### config.mk
export PLATFORM = sky130hd
export DESIGN_NAME = rf_wport_arb
export DESIGN_NICKNAME = d
export VERILOG_FILES = /design/src/rtl/rf_wport_arb.sv
export SDC_FILE = /design/constraint.sdc
export NUM_CORES = 1
export LEC_CHECK = 0
export CAP_MARGIN = 20
export CORE_MARGIN = 2
export CORE_UTILIZATION = 25
export DETAILED_ROUTE_END_ITERATION = 10
export HOLD_SLACK_MARGIN = 0.05
export SYNTH_ARGS = -nofsm -noshare
export SYNTH_HDL_FRONTEND = slang
export SYNTH_SLANG_ARGS = --single-unit
export TNS_END_PERCENT = 20
### constraint.sdc
create_clock -name clk -period 2.4 [get_ports clk]
set_input_delay 0.24 -clock clk [delete_from_list [all_inputs] [get_ports clk]]
set_output_delay 0.24 -clock clk [all_outputs]
set_load 0.02 [all_outputs]
### src/rtl/rf_wport_arb.sv
// rf_wport_arb: two-requester write-port arbiter for a register file.
//
// Requester A (ALU writeback) and requester B (load writeback) each own one
// holding register. Each cycle at most one full holding register is granted
// and its contents are registered onto the RF write port (we/dst_addr/dst).
// Writes to register 0 are consumed but never drive we.
//
// Ports:
//   clk, rst_n               clock, asynchronous active-low reset
//   a_vld/a_addr/a_data      requester A offer;  a_rdy handshake output
//   b_vld/b_addr/b_data      requester B offer;  b_rdy handshake output
//   we, dst_addr, dst        registered RF write port
//   rd_addr0, rd_addr1       decode-stage read addresses for hazard check
//   stall                    a read address hits a held (not yet driven) write
//   hlt                      stop accepting, keep draining
//   idle                     nothing held and we low
//   conf_cnt                 saturating count of cycles with both entries full
module rf_wport_arb #(
  parameter int unsigned DW = 16,
  parameter int unsigned AW = 4
) (
  input  logic          clk,
  input  logic          rst_n,
  input  logic          a_vld,
  input  logic [AW-1:0] a_addr,
  input  logic [DW-1:0] a_data,
  output logic          a_rdy,
  input  logic          b_vld,
  input  logic [AW-1:0] b_addr,
  input  logic [DW-1:0] b_data,
  output logic          b_rdy,
  output logic          we,
  output logic [AW-1:0] dst_addr,
  output logic [DW-1:0] dst,
  input  logic [AW-1:0] rd_addr0,
  input  logic [AW-1:0] rd_addr1,
  output logic          stall,
  input  logic          hlt,
  output logic          idle,
  output logic [7:0]    conf_cnt
);

  typedef enum logic {ReqA = 1'b0, ReqB = 1'b1} req_e;

  // Holding registers
  logic          a_full_q, a_full_d;
  logic [AW-1:0] a_addr_q, a_addr_d;
  logic [DW-1:0] a_data_q, a_data_d;
  logic          b_full_q, b_full_d;
  logic [AW-1:0] b_addr_q, b_addr_d;
  logic [DW-1:0] b_data_q, b_data_d;

  // Arbitration state: round-robin pointer and "which entry is older"
  req_e rr_q, rr_d;
  req_e age_q, age_d;

  // Write port and statistics
  logic          we_q, we_d;
  logic [AW-1:0] dst_addr_q, dst_addr_d;
  logic [DW-1:0] dst_q, dst_d;
  logic [7:0]    conf_q, conf_d;

  logic both_full;
  logic same_addr;
  logic grant_a, grant_b;
  logic a_acc, b_acc;
  logic [AW-1:0] sel_addr;
  logic [DW-1:0] sel_data;

  // Grant selection
  always_comb begin
    both_full = a_full_q & b_full_q;
    // Same-address conflicts are ordered by age so the younger write lands last;
    // register 0 writes carry no ordering meaning and fall back to round-robin.
    same_addr = both_full & (a_addr_q == b_addr_q) & (a_addr_q != '0);
    grant_a   = 1'b0;
    grant_b   = 1'b0;
    if (both_full) begin
      if (same_addr) begin
        if (age_q == ReqA) grant_a = 1'b1;
        else               grant_b = 1'b1;
      end else begin
        if (rr_q == ReqA) grant_a = 1'b1;
        else              grant_b = 1'b1;
      end
    end else begin
      grant_a = a_full_q;
      grant_b = b_full_q;
    end
  end

  // A draining entry can be refilled on the same edge.
  assign a_rdy = rst_n & ~hlt & (~a_full_q | grant_a);
  assign b_rdy = rst_n & ~hlt & (~b_full_q | grant_b);
  assign a_acc = a_vld & a_rdy;
  assign b_acc = b_vld & b_rdy;

  // Holding-register and arbitration next state
  always_comb begin
    a_full_d = a_acc | (a_full_q & ~grant_a);
    a_addr_d = a_acc ? a_addr : a_addr_q;
    a_data_d = a_acc ? a_data : a_data_q;
    b_full_d = b_acc | (b_full_q & ~grant_b);
    b_addr_d = b_acc ? b_addr : b_addr_q;
    b_data_d = b_acc ? b_data : b_data_q;

    // Whoever loads alone becomes the younger entry; simultaneous loads treat A
    // as older.
    age_d = age_q;
    if (a_acc & b_acc)  age_d = ReqA;
    else if (a_acc)     age_d = ReqB;
    else if (b_acc)     age_d = ReqA;

    rr_d = rr_q;
    if (both_full & ~same_addr) rr_d = grant_a ? ReqB : ReqA;

    conf_d = conf_q;
    if (both_full && (conf_q != 8'hFF)) conf_d = conf_q + 8'd1;
  end

  // Write-port next state
  always_comb begin
    sel_addr   = grant_b ? b_addr_q : a_addr_q;
    sel_data   = grant_b ? b_data_q : a_data_q;
    we_d       = 1'b0;
    dst_addr_d = dst_addr_q;
    dst_d      = dst_q;
    // Register 0 is hard-wired: consume the entry, but keep the port quiet.
    if ((grant_a | grant_b) && (sel_addr != '0)) begin
      we_d       = 1'b1;
      dst_addr_d = sel_addr;
      dst_d      = sel_data;
    end
  end

  always_ff @(posedge clk or negedge rst_n) begin
    if (!rst_n) begin
      a_full_q   <= 1'b0;
      a_addr_q   <= '0;
      a_data_q   <= '0;
      b_full_q   <= 1'b0;
      b_addr_q   <= '0;
      b_data_q   <= '0;
      rr_q       <= ReqA;
      age_q      <= ReqA;
      we_q       <= 1'b0;
      dst_addr_q <= '0;
      dst_q      <= '0;
      conf_q     <= '0;
    end else begin
      a_full_q   <= a_full_d;
      a_addr_q   <= a_addr_d;
      a_data_q   <= a_data_d;
      b_full_q   <= b_full_d;
      b_addr_q   <= b_addr_d;
      b_data_q   <= b_data_d;
      rr_q       <= rr_d;
      age_q      <= age_d;
      we_q       <= we_d;
      dst_addr_q <= dst_addr_d;
      dst_q      <= dst_d;
      conf_q     <= conf_d;
    end
  end

  // Hazard check covers held entries only; a write already on the port lands
  // in the RF before the decode-stage read of the same cycle.
  always_comb begin
    stall = 1'b0;
    if (rd_addr0 != '0) begin
      if (a_full_q && (a_addr_q == rd_addr0)) stall = 1'b1;
      if (b_full_q && (b_addr_q == rd_addr0)) stall = 1'b1;
    end
    if (rd_addr1 != '0) begin
      if (a_full_q && (a_addr_q == rd_addr1)) stall = 1'b1;
      if (b_full_q && (b_addr_q == rd_addr1)) stall = 1'b1;
    end
  end

  assign we       = we_q;
  assign dst_addr = dst_addr_q;
  assign dst      = dst_q;
  assign conf_cnt = conf_q;
  assign idle     = ~a_full_q & ~b_full_q & ~we_q;

endmodule

==> Yosys cells after proc, flatten, opt, wreduce, memory -nomap -nowiden <==
Cells that the tools add are included.
{ "word_totals": {"ff_bits": 73, "in_bits": 53, "out_inout_bits": 33, "wordCells": 77} }
{ "classes": {"n_addsub": 1, "eq_ne": 6, "n_mux": 21, "n_bitwise": 26, "n_reduce_logical": 11} }
{ "op_table": {"columns": ["operator", "count"], "rows": [
  ["equality test 4 bit", 5],
  ["2-to-1 mux 1 bit", 19],
  ["2-to-1 mux 16 bit", 1],
  ["nonzero test 4 bit", 4],
  ["AND 1 bit", 14],
  ["adder 8 x 1 -> 8 bit, second input constant", 1],
  ["inequality test 8 bit, second input constant", 1],
  ["NOT 1 bit", 7],
  ["logical AND 1 bit", 6],
  ["OR 1 bit", 5],
  ["2-to-1 mux 4 bit", 1],
  ["nonzero test 3 bit", 1]
]} }

==> Depth between registers and ports, before layout <==
Gate-level depths: netlist of the first run.
{ "logic_depth": {"ltp_word": 11, "depth_mapped": 9, "depth_no_buf": 7} }

==> Worst setup path after synthesis of the first run <==
OpenSTA, ideal clock, no wires.
{ "synth_timing": {"path_type": "reg-to-reg", "from": "reg a_addr_q[0]", "to": "reg a_data_q[10]", "setup_ps": 125, "t_arrival_ps": 1968, "required_time_ps": 2275, "setup_slack_ps": 307, "stages_incl_launch_ff": 9, "path_buffers": 2, "synth_period_minus_slack_ps": 2093, "cell_sequence": "dfrtp_1 buf_2 nor4_4 a21oi_1 nand3_2 mux2i_4 o211a_4 buf_6 mux2_4"} }
{ "synth_via": {"elab_chain_cells": 8, "word_cells_on_any_way": 9, "cone_classes": "eq/ne (1); mux (2); bitwise (5); reduce/logical (1)"} }
{ "synth_rtl": {"columns": ["item", "line_no", "text"], "rows": [
  ["start, declared", "47", "logic [AW-1:0] a_addr_q, a_addr_d;"],
  ["start signal, assigned", "152", "a_addr_q <= a_addr_d;"],
  ["equality test 4 bit", "75", "same_addr = both_full & (a_addr_q == b_addr_q) & (a_addr_q != '0);"],
  ["AND 1 bit", "75", null],
  ["AND 1 bit *", "75", null],
  ["2-to-1 mux 1 bit *", "79", "if (same_addr) begin"],
  ["2-to-1 mux 1 bit *", "78", "if (both_full) begin"],
  ["OR 1 bit *", "93", "assign a_rdy = rst_n & ~hlt & (~a_full_q | grant_a);"],
  ["AND 1 bit *", "93", null],
  ["AND 1 bit *", "95", "assign a_acc = a_vld & a_rdy;"],
  ["end signal, assigned", "153", "a_data_q <= a_data_d;"],
  ["end, declared", "48", "logic [DW-1:0] a_data_q, a_data_d;"]
]} }
Every way passes the cells marked *; elsewhere a longest branch is shown, timed or not.
A chain may end at the register's enable or synchronous reset.

==> Worst setup path after layout of the first run <==
{ "layout_timing": {"from": "reg a_addr_q[2]", "to": "out a_rdy"} }
{ "layout_via": {"elab_chain_cells": 7, "word_cells_on_any_way": 8, "cone_classes": "eq/ne (1); mux (2); bitwise (4); reduce/logical (1)"} }
{ "layout_rtl": {"columns": ["item", "line_no", "text"], "rows": [
  ["equality test 4 bit", "75", null],
  ["AND 1 bit", "75", null],
  ["AND 1 bit *", "75", null],
  ["2-to-1 mux 1 bit *", "79", null],
  ["2-to-1 mux 1 bit *", "78", null],
  ["OR 1 bit *", "93", null],
  ["AND 1 bit *", "93", null],
  ["end, declared", "27", "output logic a_rdy,"]
]} }
Marked as above.

==> reports/qor.yml, run 1 <==
gp_congestion: 0.796
relSlewSlack_pct: 64.5
yosys.area.top_type_share_pct: 51.5
htreeDepth: 3
tns_ps: 0
drc: 0
period_share_pct: 94.0
crit_type: "reg2out"
viasPerCell: 4.30
setup_viol: 0
yosys-top-cells-count: "73 x dfrtp_1, 37 x mux2_4, 20 x nor2_1"
placed_cells: 544
area_growth_pct: 41.6
die_w_um: 123
crit_path_start_kind: "register"
run_status: "finished, final reports clean"
numCtsBuffers: 9
cp.required_ps: 2160
combPwrFrac_pct: 31.1
swShare_pct: 29.6
ys_async_sr_fraction_pct: 100
syn_nets: 330
seq_power_share_pct: 39.2
cellPowerDensity_nw_per_um2: 885
cts-root-buf: "clkbuf_16"
synth.most_common_cell: "dfrtp_1"
dp_hpwl_um: 5900
dr_total_vias: 2410
clk_latency_ps: 330
ys_types: 41
ios: 86
antenna_found_initial: 0
syn_area_sq_um: 3540
top_usage_layer: "met2"
power_report.internal_total_uw: 3130
synth-edff-count: 0
tritoncts: "yes"
yosysTopAreaCell: "dfrtp_1"
hold_violations: 0
drt-wirelength-per-cell_um: 14.9
hold_class: "in2async"
syn_inst: 276
clock-sinks: 73
rsz0062_at_grt: "no"
tightest_slew_ps: 532
rows: 43
postRouteAntennaNets: 0
p_leak_uw: 0.00220
switchingPower_uw: 1310
die_h_um: 123
grtUsageMet1_pct: 15.0
met3_usage_pct: 3.46
endpoint_kind: "output pin"
cts_buffer_depth: 2
netlist_top_cells_area: "dfrtp_1 52%, mux2_4 16%, mux2i_1 4.8%"
slew_viol_final: 0
vdd_drop_max_mv: 0.374
drtPass1Iterations: 4
post-place-ws_ps: 112
grt_usage_pct: 11.8
period_needed_ps: 2260
ys_ff_latch: 73
final_util_pct: 36.2
fin_ws_ps: 145
syn_avg_cell_area_sq_um: 12.8
num-fill-cells: 1379
path_max_fanout: 3
fin_cells: 560
port_buffers: 85
clock_power_share_pct: 29.7
clk_pin_slew_worst_paths_ps: 50
max_cap_viol_count: 0
ys_seq_area_share_pct: 51.5
clock-skew-final_ps: 5.90
start_util_pct: 25.5
grt_overflow: 0
final_nets: 430
grt_pass1_wl_um: 13500
fmax_ghz: 0.443
coreArea_sq_um: 13900
grt_max_degree: 41
grtUsageMet2_pct: 18.8
drtIter0Drc: 93
power_uw: 4440
drt_wl_total_um: 8330
grt_pass1_vias: 2584
cp.arrival_ps: 2020
diodes: 0
yosys_warnings: 0
post_route_cells_drive_above_1_share_pct: 23.4
ys.flop_type: "dfrtp_1"
dieArea_sq_um: 15100
rrSetupSlack_ps: 150
==> critical path, stage by stage (launching register included) <==
cell,delay (ps)
dfrtp_1,420
xor2_1,190
a211oi_2,210
nand3_2,160
mux2i_4,220
o21a_1,170
dlygate4sd2_1,320
==> layout make-up <==
type	count	area [sq um]	share of cell area, %
clock buffers	14	294	5.86
clock inverters	1	7.51	0.150
inverters	5	18.8	0.374
multi-input cells	179	1590	31.8
flip-flops and latches	73	1830	36.4
well taps	180	225	4.49
repair buffers	108	1050	20.9
==> sequential cells by signal, indices dropped and copies added (netlist names), 4 cells and up <==
signal,count
a_addr_q,4
a_data_q,16
b_addr_q,4
b_data_q,16
conf_cnt,8
dst,16
dst_addr,4
==> kinds of logic after synthesis <==
family / Yosys count / share of synthesized area [%]
compound gates: 35 / 6.99
xor+xnor: 27 / 6.67
fa+ha+maj: 1 / 0.353
buf+inv: 24 / 4.13
flops: 73 / 51.5
mux: 59 / 22.4
simple gates: 57 / 7.94
==> cells in the final DEF (no fill, tap or decap), types with 4 or more instances in the layout <==
master / n
nor4_1: 5
nor3_1: 4
xor2_1: 18
mux2_4: 37
dfrtp_1: 72
nand2b_1: 4
xnor2_1: 9
clkbuf_16: 9
inv_1: 4
nor2_1: 20
nand2_1: 14
a21oi_1: 18
clkdlybuf4s50_1: 81
clkbuf_8: 5
mux2i_1: 17
buf_4: 21
==> power by group through the flow <==
stage / sequential (uW) / clock [uW] / combinational, uW
2_1_floorplan: 1890 / 0 / 623
3_3_place_gp: 1750 / 0 / 1380
3_5_place_dp: 1760 / 0 / 1400
4_1_cts: 1740 / 1360 / 1400
5_1_grt: 1790 / 1430 / 1490
6_report: 1740 / 1320 / 1380
==> final timing paths <==
| kind | to | depth (start not counted) | startpoint |
|---|---|---|---|
| max in group asynchronous | a_data_q[10]$_DFFE_PN0P_ | 3 | rst_n |
| min in group clk | b_full_q$_DFF_PN0_ | 4 | rst_n |
| hold / removal | a_data_q[8]$_DFFE_PN0P_ | 2 | rst_n |
| setup / recovery | a_rdy | 6 | a_addr_q[2]$_DFFE_PN0P_ |
| setup reg to reg | b_data_q[15]$_DFFE_PN0P_ | 8 | a_addr_q[2]$_DFFE_PN0P_ |
| hold reg to reg | b_data_q[15]$_DFFE_PN0P_ | 1 | b_data_q[15]$_DFFE_PN0P_ |
==> timing repair <==
action,4_1_cts,5_1_grt
pin swaps,0,1
hold buffers,0,0
endpoints found under the setup margin,3,3
resized for setup,3,3
setup buffers,0,1
==> per-layer routing <==
layer	part of all wire [%]	vias to the layer above
met5	0	-
met1	45	1180
li1	-	1162
met3	5.3	12
met2	47	56
met4	2.0	0
==> per-stage QoR <==
| stage | hold slack, ps | area (sq um) |
|---|---|---|
| floorplan | -55.6 | 3540 |
| global placement | 404 | 4720 |
| detailed placement | 409 | 4720 |
| CTS | 53.0 | 5010 |
| global route | 70.2 | 5020 |
| finish | 21.3 | 5020 |
No activity file was read; power rests on OpenSTA's default activity.
==> run 2: changes to the inputs <==
Clock period 2.4 ns to 1.96 ns, I/O delays scaled along.
==> reports/qor.yml, run 2 (same netlist as run 1, synthesis figures left out) <==
run_status: "complete, but fails checks"
violations: "negative setup slack"
cts-root-buf: "clkbuf_16"
postRouteAntennaNets: 0
clock-skew-final_ps: 7.02
grt_pass1_wl_um: 15200
max_cap_viol_count: 0
hold_class: "in2reg"
path_buf_inv: 4
final_nets: 448
final_cell_mix: "80 x clkdlybuf4s50_1, 71 x dfrtp_1, 38 x mux2_4"
seq_power_share_pct: 38.1
placed_cells: 551
cp.required_ps: 2170
final_util_pct: 38.2
clock_power_share_pct: 28.5
drtPass1Iterations: 3
grt_overflow: 0
setup_viol: 65
crit_path_start_kind: "register"
tritoncts: "yes"
fin_cells: 577
clk_latency_ps: 330
cp_top_family: "buffers and inverters"
final_common_cell: "clkdlybuf4s50_1"
htreeDepth: 3
drt-wirelength-per-cell_um: 16.8
swShare_pct: 30.6
fin_ws_ps: -292
stdcell_area_sq_um: 5310
dr_total_vias: 2527
coreArea_sq_um: 13900
post_route_cells_drive_above_1_share_pct: 30.5
ios: 86
grt_pass1_vias: 2853
grt_max_degree: 39
slowest_delay_ps: 450
p_leak_uw: 0.00231
cp.arrival_ps: 2460
grt_usage_pct: 13.3
antenna_found_initial: 1
critical_path.most_common_cell: "buf_6"
cellPowerDensity_nw_per_um2: 1060
tns_ps: -14690
die_h_um: 123
clock-sinks: 73
cp_cell_sequence: "xor2_2 > a211oi_4 > nand3_2 > buf_6 > buf_6 > o311ai_4 > buf_6 > buf_12 > mux2i_2 > a21oi_1"
cts_buffer_depth: 2
power_uw: 5650
numCtsBuffers: 9
rsz0062_at_grt: "yes"
path_max_fanout: 5
combPwrFrac_pct: 33.4
start_util_pct: 25.5
relSlewSlack_pct: 67.8
vdd_drop_max_mv: 0.480
dp_hpwl_um: 6400
drc: 0
area_growth_pct: 49.7
gp_congestion: 0.795
crit_type: "reg2reg"
viasPerCell: 4.38
slew_viol_final: 0
clk_pin_slew_worst_paths_ps: 60
switchingPower_uw: 1730
hold_violations: 0
period_share_pct: 115
power_report.internal_total_uw: 3920
tightest_slew_ps: 483
drtIter0Drc: 57
period_needed_ps: 2250
die_w_um: 123
rows: 43
endpoint_kind: "register"
dpl-instance-area_sq_um: 4760
critPathSlowestCell: "dfrtp_2"
drt_wl_total_um: 9710
diodes: 0
dieArea_sq_um: 15100
fmax_ghz: 0.444
port_buffers: 85
[run 2: cell types whose count changed in the layout (fill, tap and decap cells not counted), moves of 3 or more]
cell / delta
buf_4: +6
buf_6: +8
buf_8: +4
clkbuf_8: -4
mux2i_1: -4
mux2i_2: +3
[run 2: metrics by stage]
stage	worst slack (ps)	hold WS [ps]
3_3_place_gp	-270	322
2_1_floorplan	-98.8	-99.6
4_1_cts	-286	460
3_5_place_dp	-299	332
5_1_grt	-382	478
6_report	-292	466
[run 2: what timing repair did]
item	4_1_cts	5_1_grt
hold endpoints to repair	35	0
gates resized for setup	31	20
gates cloned	2	3
hold buffers	1	0
endpoints found under the setup margin	65	66
pin swaps	12	19
buffers inserted	8	1
[run 2: per-layer routing]
| layer | track usage (%) | vias up | wire (um) | share of wire [%] |
|---|---|---|---|---|
| met1 | 17.1 | 1252 | 4390 | 45 |
| met5 | 0 | - | 13 | 0.13 |
| met3 | 2.91 | 20 | 441 | 4.5 |
| met4 | 5.26 | 2 | 178 | 1.8 |
| li1 | - | 1193 | - | - |
| met2 | 21.7 | 60 | 4690 | 48 |
[run 2: layout make-up]
class,count,area [sq um]
fill,1392,8570
sequential,73,1830
multi-input combinational,180,1700
timing repair buffer,125,1250
clock buffer,11,243
tap,180,225
clock inverter,3,42.5
inverter,5,18.8
[run 2: worst paths after layout]
check                                    startpoint                  endpoint  slack, ps  cells after the start
max reg2reg                 a_addr_q[2]$_DFFE_PN0P_       dst[12]$_DFFE_PN0P_       -290                     10
min in group asynchronous                     rst_n        dst[6]$_DFFE_PN0P_        510                      3
min reg2reg                a_data_q[14]$_DFFE_PN0P_  a_data_q[14]$_DFFE_PN0P_        490                      1
max                         a_addr_q[2]$_DFFE_PN0P_       dst[12]$_DFFE_PN0P_       -290                     10
min                                      a_data[14]  a_data_q[14]$_DFFE_PN0P_        470                      2
max in group asynchronous                     rst_n              we$_DFF_PN0_        590                      4
[run 2: worst reg2reg max path, stage by stage, from the launching register on]
cell and delay, ps:
dfrtp_2 450, xor2_2 170, a211oi_4 200, nand3_2 160
buf_6 150, buf_6 110, o311ai_4 250, buf_6 180
buf_12 150, mux2i_2 230, a21oi_1 80
[run 2: power by group through the flow]
stage          Sequential [uW]  Combinational, uW  Clock, uW
6_report                  2150               1880       1610
5_1_grt                   2210               2020       1730
4_1_cts                   2150               1850       1650
3_5_place_dp              2160               1750          0
3_3_place_gp              2150               1720          0
2_1_floorplan             2320                778          0
